==> config.mk <==
export PLATFORM = sky130hd
export DESIGN_NAME = multicycle_sequencer
export DESIGN_NICKNAME = d
export VERILOG_FILES = /design/src/rtl/legv8_pkg.sv /design/src/rtl/legv8_opclass.sv /design/src/rtl/multicycle_sequencer.sv
export SDC_FILE = /design/constraint.sdc
export NUM_CORES = 1
export LEC_CHECK = 0
export ABC_AREA = 1
export BUFFER_PORTS_ARGS = -buffer_cell sky130_fd_sc_hd__buf_2
export CORE_MARGIN = 2
export CORE_UTILIZATION = 50
export DETAILED_ROUTE_END_ITERATION = 7
export PLACE_DENSITY_LB_ADDON = 0.15
export SKIP_CTS_REPAIR_TIMING = 1
export SLEW_MARGIN = 15
export SYNTH_ARGS = -nofsm -noshare
export SYNTH_HDL_FRONTEND = slang
export SYNTH_HIERARCHICAL = 1
export SYNTH_SLANG_ARGS = --single-unit
==> constraint.sdc <==
create_clock -name clk -period 2.6 [get_ports clk]
set_input_delay 0.26 -clock clk [delete_from_list [all_inputs] [get_ports clk]]
set_output_delay 0.26 -clock clk [all_outputs]
set_load 0.01 [all_outputs]
==> src/rtl/legv8_pkg.sv <==
// Shared LEGv8 sequencer definitions: state encoding, opcode constants,
// instruction classes and ALU operation codes.
package legv8_pkg;

    localparam logic [2:0] S_FETCH  = 3'd0;
    localparam logic [2:0] S_DECODE = 3'd1;
    localparam logic [2:0] S_EXEC   = 3'd2;
    localparam logic [2:0] S_MEM    = 3'd3;
    localparam logic [2:0] S_WB     = 3'd4;
    localparam logic [2:0] S_HALT   = 3'd5;

    localparam logic [10:0] OP_ADD  = 11'b10001011000;
    localparam logic [10:0] OP_SUB  = 11'b11001011000;
    localparam logic [10:0] OP_AND  = 11'b10001010000;
    localparam logic [10:0] OP_ORR  = 11'b10101010000;
    localparam logic [10:0] OP_LDUR = 11'b11111000010;
    localparam logic [10:0] OP_STUR = 11'b11111000000;
    localparam logic [7:0]  OP_CBZ_HI = 8'b10110100;
    localparam logic [5:0]  OP_B_HI   = 6'b000101;

    localparam logic [1:0] ALUOP_ADD   = 2'b00;
    localparam logic [1:0] ALUOP_PASSB = 2'b01;
    localparam logic [1:0] ALUOP_RTYPE = 2'b10;

    typedef enum logic [2:0] {
        CL_NONE = 3'd0,
        CL_R    = 3'd1,
        CL_LD   = 3'd2,
        CL_ST   = 3'd3,
        CL_CBZ  = 3'd4,
        CL_B    = 3'd5
    } iclass_e;

endpackage

==> src/rtl/legv8_opclass.sv <==
// Combinational LEGv8 opcode classifier.
// Ports: i_opcode (11b) in; o_class (instruction class), o_illegal out.
module legv8_opclass
    import legv8_pkg::*;
(
    input  logic [10:0] i_opcode,
    output iclass_e     o_class,
    output logic        o_illegal
);

    always_comb begin
        o_class   = CL_NONE;
        o_illegal = 1'b0;
        unique case (1'b1)
            (i_opcode == OP_ADD),
            (i_opcode == OP_SUB),
            (i_opcode == OP_AND),
            (i_opcode == OP_ORR):          o_class = CL_R;
            (i_opcode == OP_LDUR):         o_class = CL_LD;
            (i_opcode == OP_STUR):         o_class = CL_ST;
            (i_opcode[10:3] == OP_CBZ_HI): o_class = CL_CBZ;
            (i_opcode[10:5] == OP_B_HI):   o_class = CL_B;
            default:                       o_illegal = 1'b1;
        endcase
    end

endmodule

==> src/rtl/multicycle_sequencer.sv <==
// Multi-cycle LEGv8 control FSM: fetch/decode/exec/mem/wb, owns the PC.
// Ports: clk, rst_n (async low); opcode, cond_br_addr, br_addr, alu_zero,
//  imem_ack, dmem_ack in; pc, imem_req, ir_we, reg2loc, alu_src,
//  mem_to_reg, alu_op, reg_we, dmem_req, dmem_we, state_o, illegal out.
// Macro PERF_COUNT_EN adds cycle_cnt and instret outputs.
module multicycle_sequencer
    import legv8_pkg::*;
#(
    parameter int              PC_W     = 32,
    parameter logic [PC_W-1:0] RESET_PC = '0
) (
    input  logic            clk,
    input  logic            rst_n,
    input  logic [10:0]     opcode,
    input  logic [18:0]     cond_br_addr,
    input  logic [25:0]     br_addr,
    input  logic            alu_zero,
    input  logic            imem_ack,
    input  logic            dmem_ack,
    output logic [PC_W-1:0] pc,
    output logic            imem_req,
    output logic            ir_we,
    output logic            reg2loc,
    output logic            alu_src,
    output logic            mem_to_reg,
    output logic [1:0]      alu_op,
    output logic            reg_we,
    output logic            dmem_req,
    output logic            dmem_we,
    output logic [2:0]      state_o,
    output logic            illegal
`ifdef PERF_COUNT_EN
    ,
    output logic [63:0]     cycle_cnt,
    output logic [63:0]     instret
`endif
);

    logic [2:0]      r_state;
    logic [2:0]      w_state_nxt;
    logic [PC_W-1:0] r_pc;
    logic [PC_W-1:0] w_pc_nxt;
    logic [PC_W-1:0] w_pc_seq;
    logic [PC_W-1:0] w_br_tgt;
    logic [PC_W-1:0] w_cbz_tgt;
    iclass_e         r_cls;
    iclass_e         w_cls;
    logic            r_illegal;
    logic            w_illegal;
    logic            w_dp;

    legv8_opclass u_opclass (
        .i_opcode  (opcode),
        .o_class   (w_cls),
        .o_illegal (w_illegal)
    );

    assign w_pc_seq  = r_pc + PC_W'(4);
    assign w_br_tgt  = r_pc +
        ({{(PC_W-26){br_addr[25]}}, br_addr} << 2);
    assign w_cbz_tgt = r_pc +
        ({{(PC_W-19){cond_br_addr[18]}}, cond_br_addr} << 2);

    always_comb begin
        w_state_nxt = r_state;
        w_pc_nxt    = r_pc;
        case (r_state)
            S_FETCH: begin
                if (imem_ack) w_state_nxt = S_DECODE;
            end
            S_DECODE: begin
                w_state_nxt = w_illegal ? S_HALT : S_EXEC;
            end
            S_EXEC: begin
                case (r_cls)
                    CL_B: begin
                        w_pc_nxt    = w_br_tgt;
                        w_state_nxt = S_FETCH;
                    end
                    CL_CBZ: begin
                        w_pc_nxt    = alu_zero ? w_cbz_tgt : w_pc_seq;
                        w_state_nxt = S_FETCH;
                    end
                    CL_R:         w_state_nxt = S_WB;
                    CL_LD, CL_ST: w_state_nxt = S_MEM;
                    default:      w_state_nxt = S_HALT;
                endcase
            end
            S_MEM: begin
                if (dmem_ack) begin
                    if (r_cls == CL_ST) begin
                        w_pc_nxt    = w_pc_seq;
                        w_state_nxt = S_FETCH;
                    end else begin
                        w_state_nxt = S_WB;
                    end
                end
            end
            S_WB: begin
                w_pc_nxt    = w_pc_seq;
                w_state_nxt = S_FETCH;
            end
            S_HALT:  w_state_nxt = S_HALT;
            default: w_state_nxt = S_HALT;
        endcase
    end

    always_ff @(posedge clk or negedge rst_n) begin
        if (!rst_n) begin
            r_state   <= S_FETCH;
            r_pc      <= RESET_PC;
            r_cls     <= CL_NONE;
            r_illegal <= 1'b0;
        end else begin
            r_state <= w_state_nxt;
            r_pc    <= w_pc_nxt;
            if (r_state == S_DECODE) begin
                r_cls <= w_cls;
                if (w_illegal) r_illegal <= 1'b1;
            end
        end
    end

    // Requests are gated by rst_n so they drop the moment reset asserts,
    // not at the next edge; a stale ack cannot then complete a handshake.
    assign imem_req = rst_n && (r_state == S_FETCH);
    assign dmem_req = rst_n && (r_state == S_MEM);
    assign ir_we    = imem_req && imem_ack;
    assign dmem_we  = dmem_req && (r_cls == CL_ST);
    assign reg_we   = (r_state == S_WB);

    // Muxes follow the latched class for EXEC..WB so they stay stable
    // across the whole data phase of one instruction.
    assign w_dp = (r_state == S_EXEC) || (r_state == S_MEM) ||
                  (r_state == S_WB);

    assign reg2loc    = w_dp && ((r_cls == CL_CBZ) || (r_cls == CL_ST));
    assign alu_src    = w_dp && ((r_cls == CL_LD) || (r_cls == CL_ST));
    assign mem_to_reg = w_dp && (r_cls == CL_LD);

    always_comb begin
        alu_op = ALUOP_ADD;
        if (w_dp && (r_cls == CL_CBZ)) alu_op = ALUOP_PASSB;
        else if (w_dp && (r_cls == CL_R)) alu_op = ALUOP_RTYPE;
    end

    assign pc      = r_pc;
    assign state_o = r_state;
    assign illegal = r_illegal;

`ifdef PERF_COUNT_EN
    logic w_retire;

    assign w_retire = w_dp && (w_state_nxt == S_FETCH);

    always_ff @(posedge clk or negedge rst_n) begin
        if (!rst_n) begin
            cycle_cnt <= '0;
            instret   <= '0;
        end else begin
            if (r_state != S_HALT) cycle_cnt <= cycle_cnt + 64'd1;
            if (w_retire)          instret   <= instret + 64'd1;
        end
    end
`endif

endmodule

=== After elaboration in Yosys (flattened, before gate mapping) ===
Cells that the tools add are included.

* Reductions and logical operators: 22
* Add/sub/neg operators: 3
* Bitwise operators: 1
* Eq/ne operators: 21
* Multiplexer cells: 14

{| class="wikitable"
|+ Operators with widths
! cell !! number
|-
| $mux 32 || 3
|-
| $pmux 32 s3 || 1
|-
| $eq 11x11->1 const B || 6
|-
| $add 32x32->32 || 2
|-
| $pmux 32 s2 || 1
|-
| $add 32x3->32 const B || 1
|-
| $pmux 3 s5 || 2
|-
| $eq 3x2->1 const B || 4
|-
| $mux 3 || 4
|-
| $eq 3x3->1 const B || 3
|-
| $logic_and 1x1->1 || 9
|-
| $pmux 3 s3 || 1
|-
| $eq 8x8->1 const B || 1
|-
| $reduce_or 8->1 || 1
|-
| $eq 3x1->1 const B || 2
|-
| $eq 6x3->1 const B || 1
|-
| $ne 2x2->1 const B || 3
|-
| $logic_or 1x1->1 || 4
|-
| $mux 2 || 2
|-
| $reduce_and 2->1 || 2
|-
| $reduce_and 4->1 || 1
|-
| $reduce_or 2->1 || 2
|-
| $reduce_or 4->1 || 1
|-
| $logic_not 3->1 || 1
|-
| other kinds (3) || 3
|}

* Logic and storage cells: 65
* Output and inout bits: 46
* Register bits after elaboration: 39

=== Depth between registers and ports, before layout ===
* Depth after elaboration: 6
* Gate-level depth with buffers: 17

=== Modules after synthesis ===
The synthesis kept the hierarchy.

{| class="wikitable"
|+ Modules (own cells, without submodules)
! module !! cells an instance !! area each (um2) !! times used
|-
| multicycle_sequencer || 1394 || 7333.3 || 1
|-
| legv8_opclass || 35 || 163.9 || 1
|}

=== Worst setup path after synthesis ===
No wires, ideal clock.

* Kind: reg-to-reg
* Start point: register r_pc[2], in the netlist pc[2]
* End point: register r_pc[16], in the netlist pc[16]
* Clock period less this slack: 2.209 ns
* Data arrival time: 2.092 ns
* Path buffers: 0
* Setup time: 0.117 ns
* Path slack: 0.391 ns
* Stages on the path, launching flop included: 13
* Path through: dfrtp_1 > ha_1 > fa_1 > nand3_1 > nand3_1 > a21oi_1 > nor2_1 > nor2_1 > nor2_1 > o21ai_0 > nand2_1 > nand3_1 > nand2_1

* Word-level cells in the longest chain between the ends: 4
* Elaborated cells on any way between the ends: 8
* Those cells by class: 3 x add/sub; 5 x mux

{| class="wikitable"
|+ RTL lines
! element !! line !! source
|-
| start, declared || multicycle_sequencer.sv:41 || <nowiki>logic [PC_W-1:0] r_pc;</nowiki>
|-
| start signal, assigned || multicycle_sequencer.sv:116 || <nowiki>r_pc <= w_pc_nxt;</nowiki>
|-
| $add 32x3->32 or $add 32x32->32 (tied branches) || multicycle_sequencer.sv:58, multicycle_sequencer.sv:61 ||
|-
| $mux 32, on equally long branches || multicycle_sequencer.sv:81, multicycle_sequencer.sv:91 ||
|-
| $pmux 32 s2 or $mux 32 (tied branches) || multicycle_sequencer.sv:75, multicycle_sequencer.sv:90 ||
|-
| $pmux 32 s3 * || multicycle_sequencer.sv:67 || <nowiki>case (r_state)</nowiki>
|}

Every way passes the cells marked *; elsewhere a longest branch is shown, timed or not. The select of a mux whose other input is x is not followed.
A chain may end at the register's enable or synchronous reset.

=== Worst setup path after layout ===
* Start point: register r_pc[17], in the netlist pc[17]
* End point: register r_pc[25], in the netlist pc[25]

Same word-level chain as after synthesis.

==> results.toml <==
[route]
drtPass1Iterations = 7
drc = 0
drt-vias-per-instance = 5.39
vias = 9462
avgRoutedWirePerCell_um = 15.8
drtIter0Drc = 897
drt-total-wl_um = 27800
antenna_left = 0

[setup_path]
crit_family = "simple AND/OR/NAND/NOR gates"
crit_type = "flop to flop"
timing.reg2reg.setup_slack_ns = 0.19
crit_path_top_delay_cell = "dfrtp_1"
r2r-end = "pc[25]"
cpPeakStageDelay_ns = 0.43
critPathLaunchType = "flop"
cpMostUsedCell = "nand2_1"
path_buf_inv = 2
required_ns = 2.78
r2r_cells = 13
worst_ep_arrival_time_ns = 2.60
path_cells = "buf_4 -> ha_1 -> nand2_1 -> nor2_2 -> inv_1 -> nor3_2 -> nand3_1 -> nand4_1 -> nand3_1 -> nand2_1 -> nand2_1 -> nand2_1 -> nand2_1"
cp-end-kind = "flop"
r2r_start = "pc[17]"
path_max_fanout = 7

[clocking]
cts_max_level = 2
clkTransAtPathRegs_ns = 0.06
cts_sinks = 37
tritoncts = "done"
clk_path_buf_depth = 2
clockRootBuffer = "clkbuf_16"
numCtsBuffers = 5
clk_latency_ns = 0.29

[synth]
ys_top_cells_by_area = "nand2_1 26%, dfrtp_1 12%, inv_1 12%"
yosysTopAreaCell = "nand2_1"
async_flop_share_pct = 100
synth.most_common_cell = "nand2_1"
syn_area_per_cell_um2 = 5.25
synthDominantCellAreaShare_pct = 26.0
synth_cell_type_count = 46
ys_seq_area_share_pct = 12.3
synth-seq-cells = 37
netlist_instances = 1429
synth_edf_count = 0
syn_area_um2 = 7500
yosys_warnings = 6
ys_top_cells_by_count = "520 x nand2_1, 232 x inv_1, 153 x nor2_1"
ys.flop_type = "dfrtp_1"

[hold_path]
hp-class = "input pin to asynchronous set/reset pin"

[cells_and_area]
fin_nets = 1694
design_area_um2 = 8730
post-route-util_pct = 59.8
antenna_cells = 0
syn_to_final_growth_pct = 16.5
drive_above_1_share_pct = 12.3
final_cells = 1757
nFillCells = 1587

[placed_design]
dpl-instance-area_um2 = 8510
numPortBuffers = 104
place_congestion = 1.05
dpl.cell_count = 1747
place_hpwl_um = 23300

[die]
core-area_um2 = 14600
dieArea_um2 = 16000
die_w_um = 126
pin_count = 107
row_count = 44
die_h_um = 126
initial_core_util_pct = 51.4

[sta]
hold_viol_final = 0
fin_skew_ns = 0.00346
slew_headroom_pct = 63.6
rsz0062_at_grt = "false"
tightest_slew_ns = 0.546
tns_ns = 0
fin_crit_sh_pct = 92.9
slew_viol_final = 0
fmax_ghz = 0.414
min_period_ns = 2.41
hold_ws_ns = 0.148
setup_viol = 0

[global_routing]
grt_util_all_layers_pct = 34.6
grt_pass1_wl_um = 43800
grt_pass1_vias = 8501
antenna_found_initial = 0
grt-ovfl-total = 0
grt_max_degree = 38

[power]
pwr-share-clk_pct = 7.2
combPwrFrac_pct = 79.4
p_switching_mw = 5.96
p_sw_share_pct = 58.9
internal_power_mw = 4.16
ir_drop_uv = 459
p_leak_nw = 5.13
seqPwrFrac_pct = 13.4
powerDensity_nw_per_um2 = 1160

[run]
drv_cap = 0

[outcome]
outcome = "finished clean"
-- logic make-up (layout without fill, tap and decap cells) --
family | count (synthesis) | after routing | synth area share [%]
adders and majority gates | 61 | 61 | 10.4
other | 1 | 2 | 0.0500
AOI/OAI and AO/OA | 167 | 167 | 12.2
xor gates and xnor gates | 13 | 13 | 1.52
buffers and inverters | 258 | 401 | 13.4
DFF | 37 | 37 | 12.3
and+or+nand+nor | 892 | 892 | 50.0
-- placed cells by master (no fill, tap or decap), types with 3 or more instances in the layout --
cell and count:
a31oi_1 6, nor3_1 24, o211ai_1 4, o21bai_1 8, nand3_2 3, buf_4 51
xnor2_1 6, a21oi_1 77, xor2_1 7, buf_2 104, inv_1 232, nand2_1 520
nand3_1 138, nand2_2 3, o21ai_1 6, clkbuf_16 5, and2_1 7, dfrtp_1 37
nor2_1 152, o21ai_0 52, nor2_2 3, o22ai_1 3, nand4_1 17, nand3b_1 10
ha_1 57, nor3_2 5, inv_2 6
-- per-layer routing --
metal	up-vias	share of wire, %	GRT usage (%)
met5	-	0	0
li1	4829	-	-
met1	4175	45	49.1
met3	58	8.3	3.71
met4	0	4.0	12.8
met2	400	43	54.2
-- worst max path at each step --
stage / slack, ns / end / from / depth (start not counted)
floorplan: 0.39 / pc[16] / pc[2] / 12
global route: 0.02 / pc[28] / pc[3] / 16
CTS: 0.01 / pc[25] / pc[19] / 12
finish: 0.19 / pc[25] / pc[17] / 13
detailed placement: 0.03 / pc[25] / pc[19] / 12
global placement: 0.07 / pc[25] / pc[19] / 12
-- sequential cells by signal, indices dropped and copies added (netlist names) --
register,flops
pc,30
state_o,3
illegal,1
r_cls,3
-- final cells by class --
type / count / area, um2 / area share [%]
multi-input cells: 1135 / 5610 / 64.2
well taps: 184 / 230 / 2.64
clock inverters: 1 / 30.0 / 0.344
repair buffers: 155 / 903 / 10.3
clock buffers: 7 / 143 / 1.63
flip-flops and latches: 37 / 926 / 10.6
inverters: 238 / 893 / 10.2
-- stage by stage --
stage               setup WS [ns]  total power [mW]
floorplan                   0.391              6.57
global placement           0.0669              9.05
detailed placement         0.0287              9.11
CTS                        0.0139              9.87
global route               0.0151              11.2
finish                      0.185              10.1
-- worst reg2reg max path, stage by stage (launching register included) --
cell and delay (ns):
dfrtp_1 0.43, buf_4 0.20, ha_1 0.35, nand2_1 0.13, nor2_2 0.15, inv_1 0.08, nor3_2 0.22, nand3_1 0.19
nand4_1 0.13, nand3_1 0.15, nand2_1 0.12, nand2_1 0.06, nand2_1 0.05, nand2_1 0.04
-- power groups by stage --
stage	Combinational, mW	Sequential, mW	Clock, mW
5_1_grt	9.05	1.37	0.751
6_report	8.04	1.35	0.730
4_1_cts	7.82	1.32	0.736
3_5_place_dp	7.78	1.33	0
3_3_place_gp	7.74	1.31	0
2_1_floorplan	5.25	1.32	0
No activity file was read; power rests on OpenSTA's default activity.
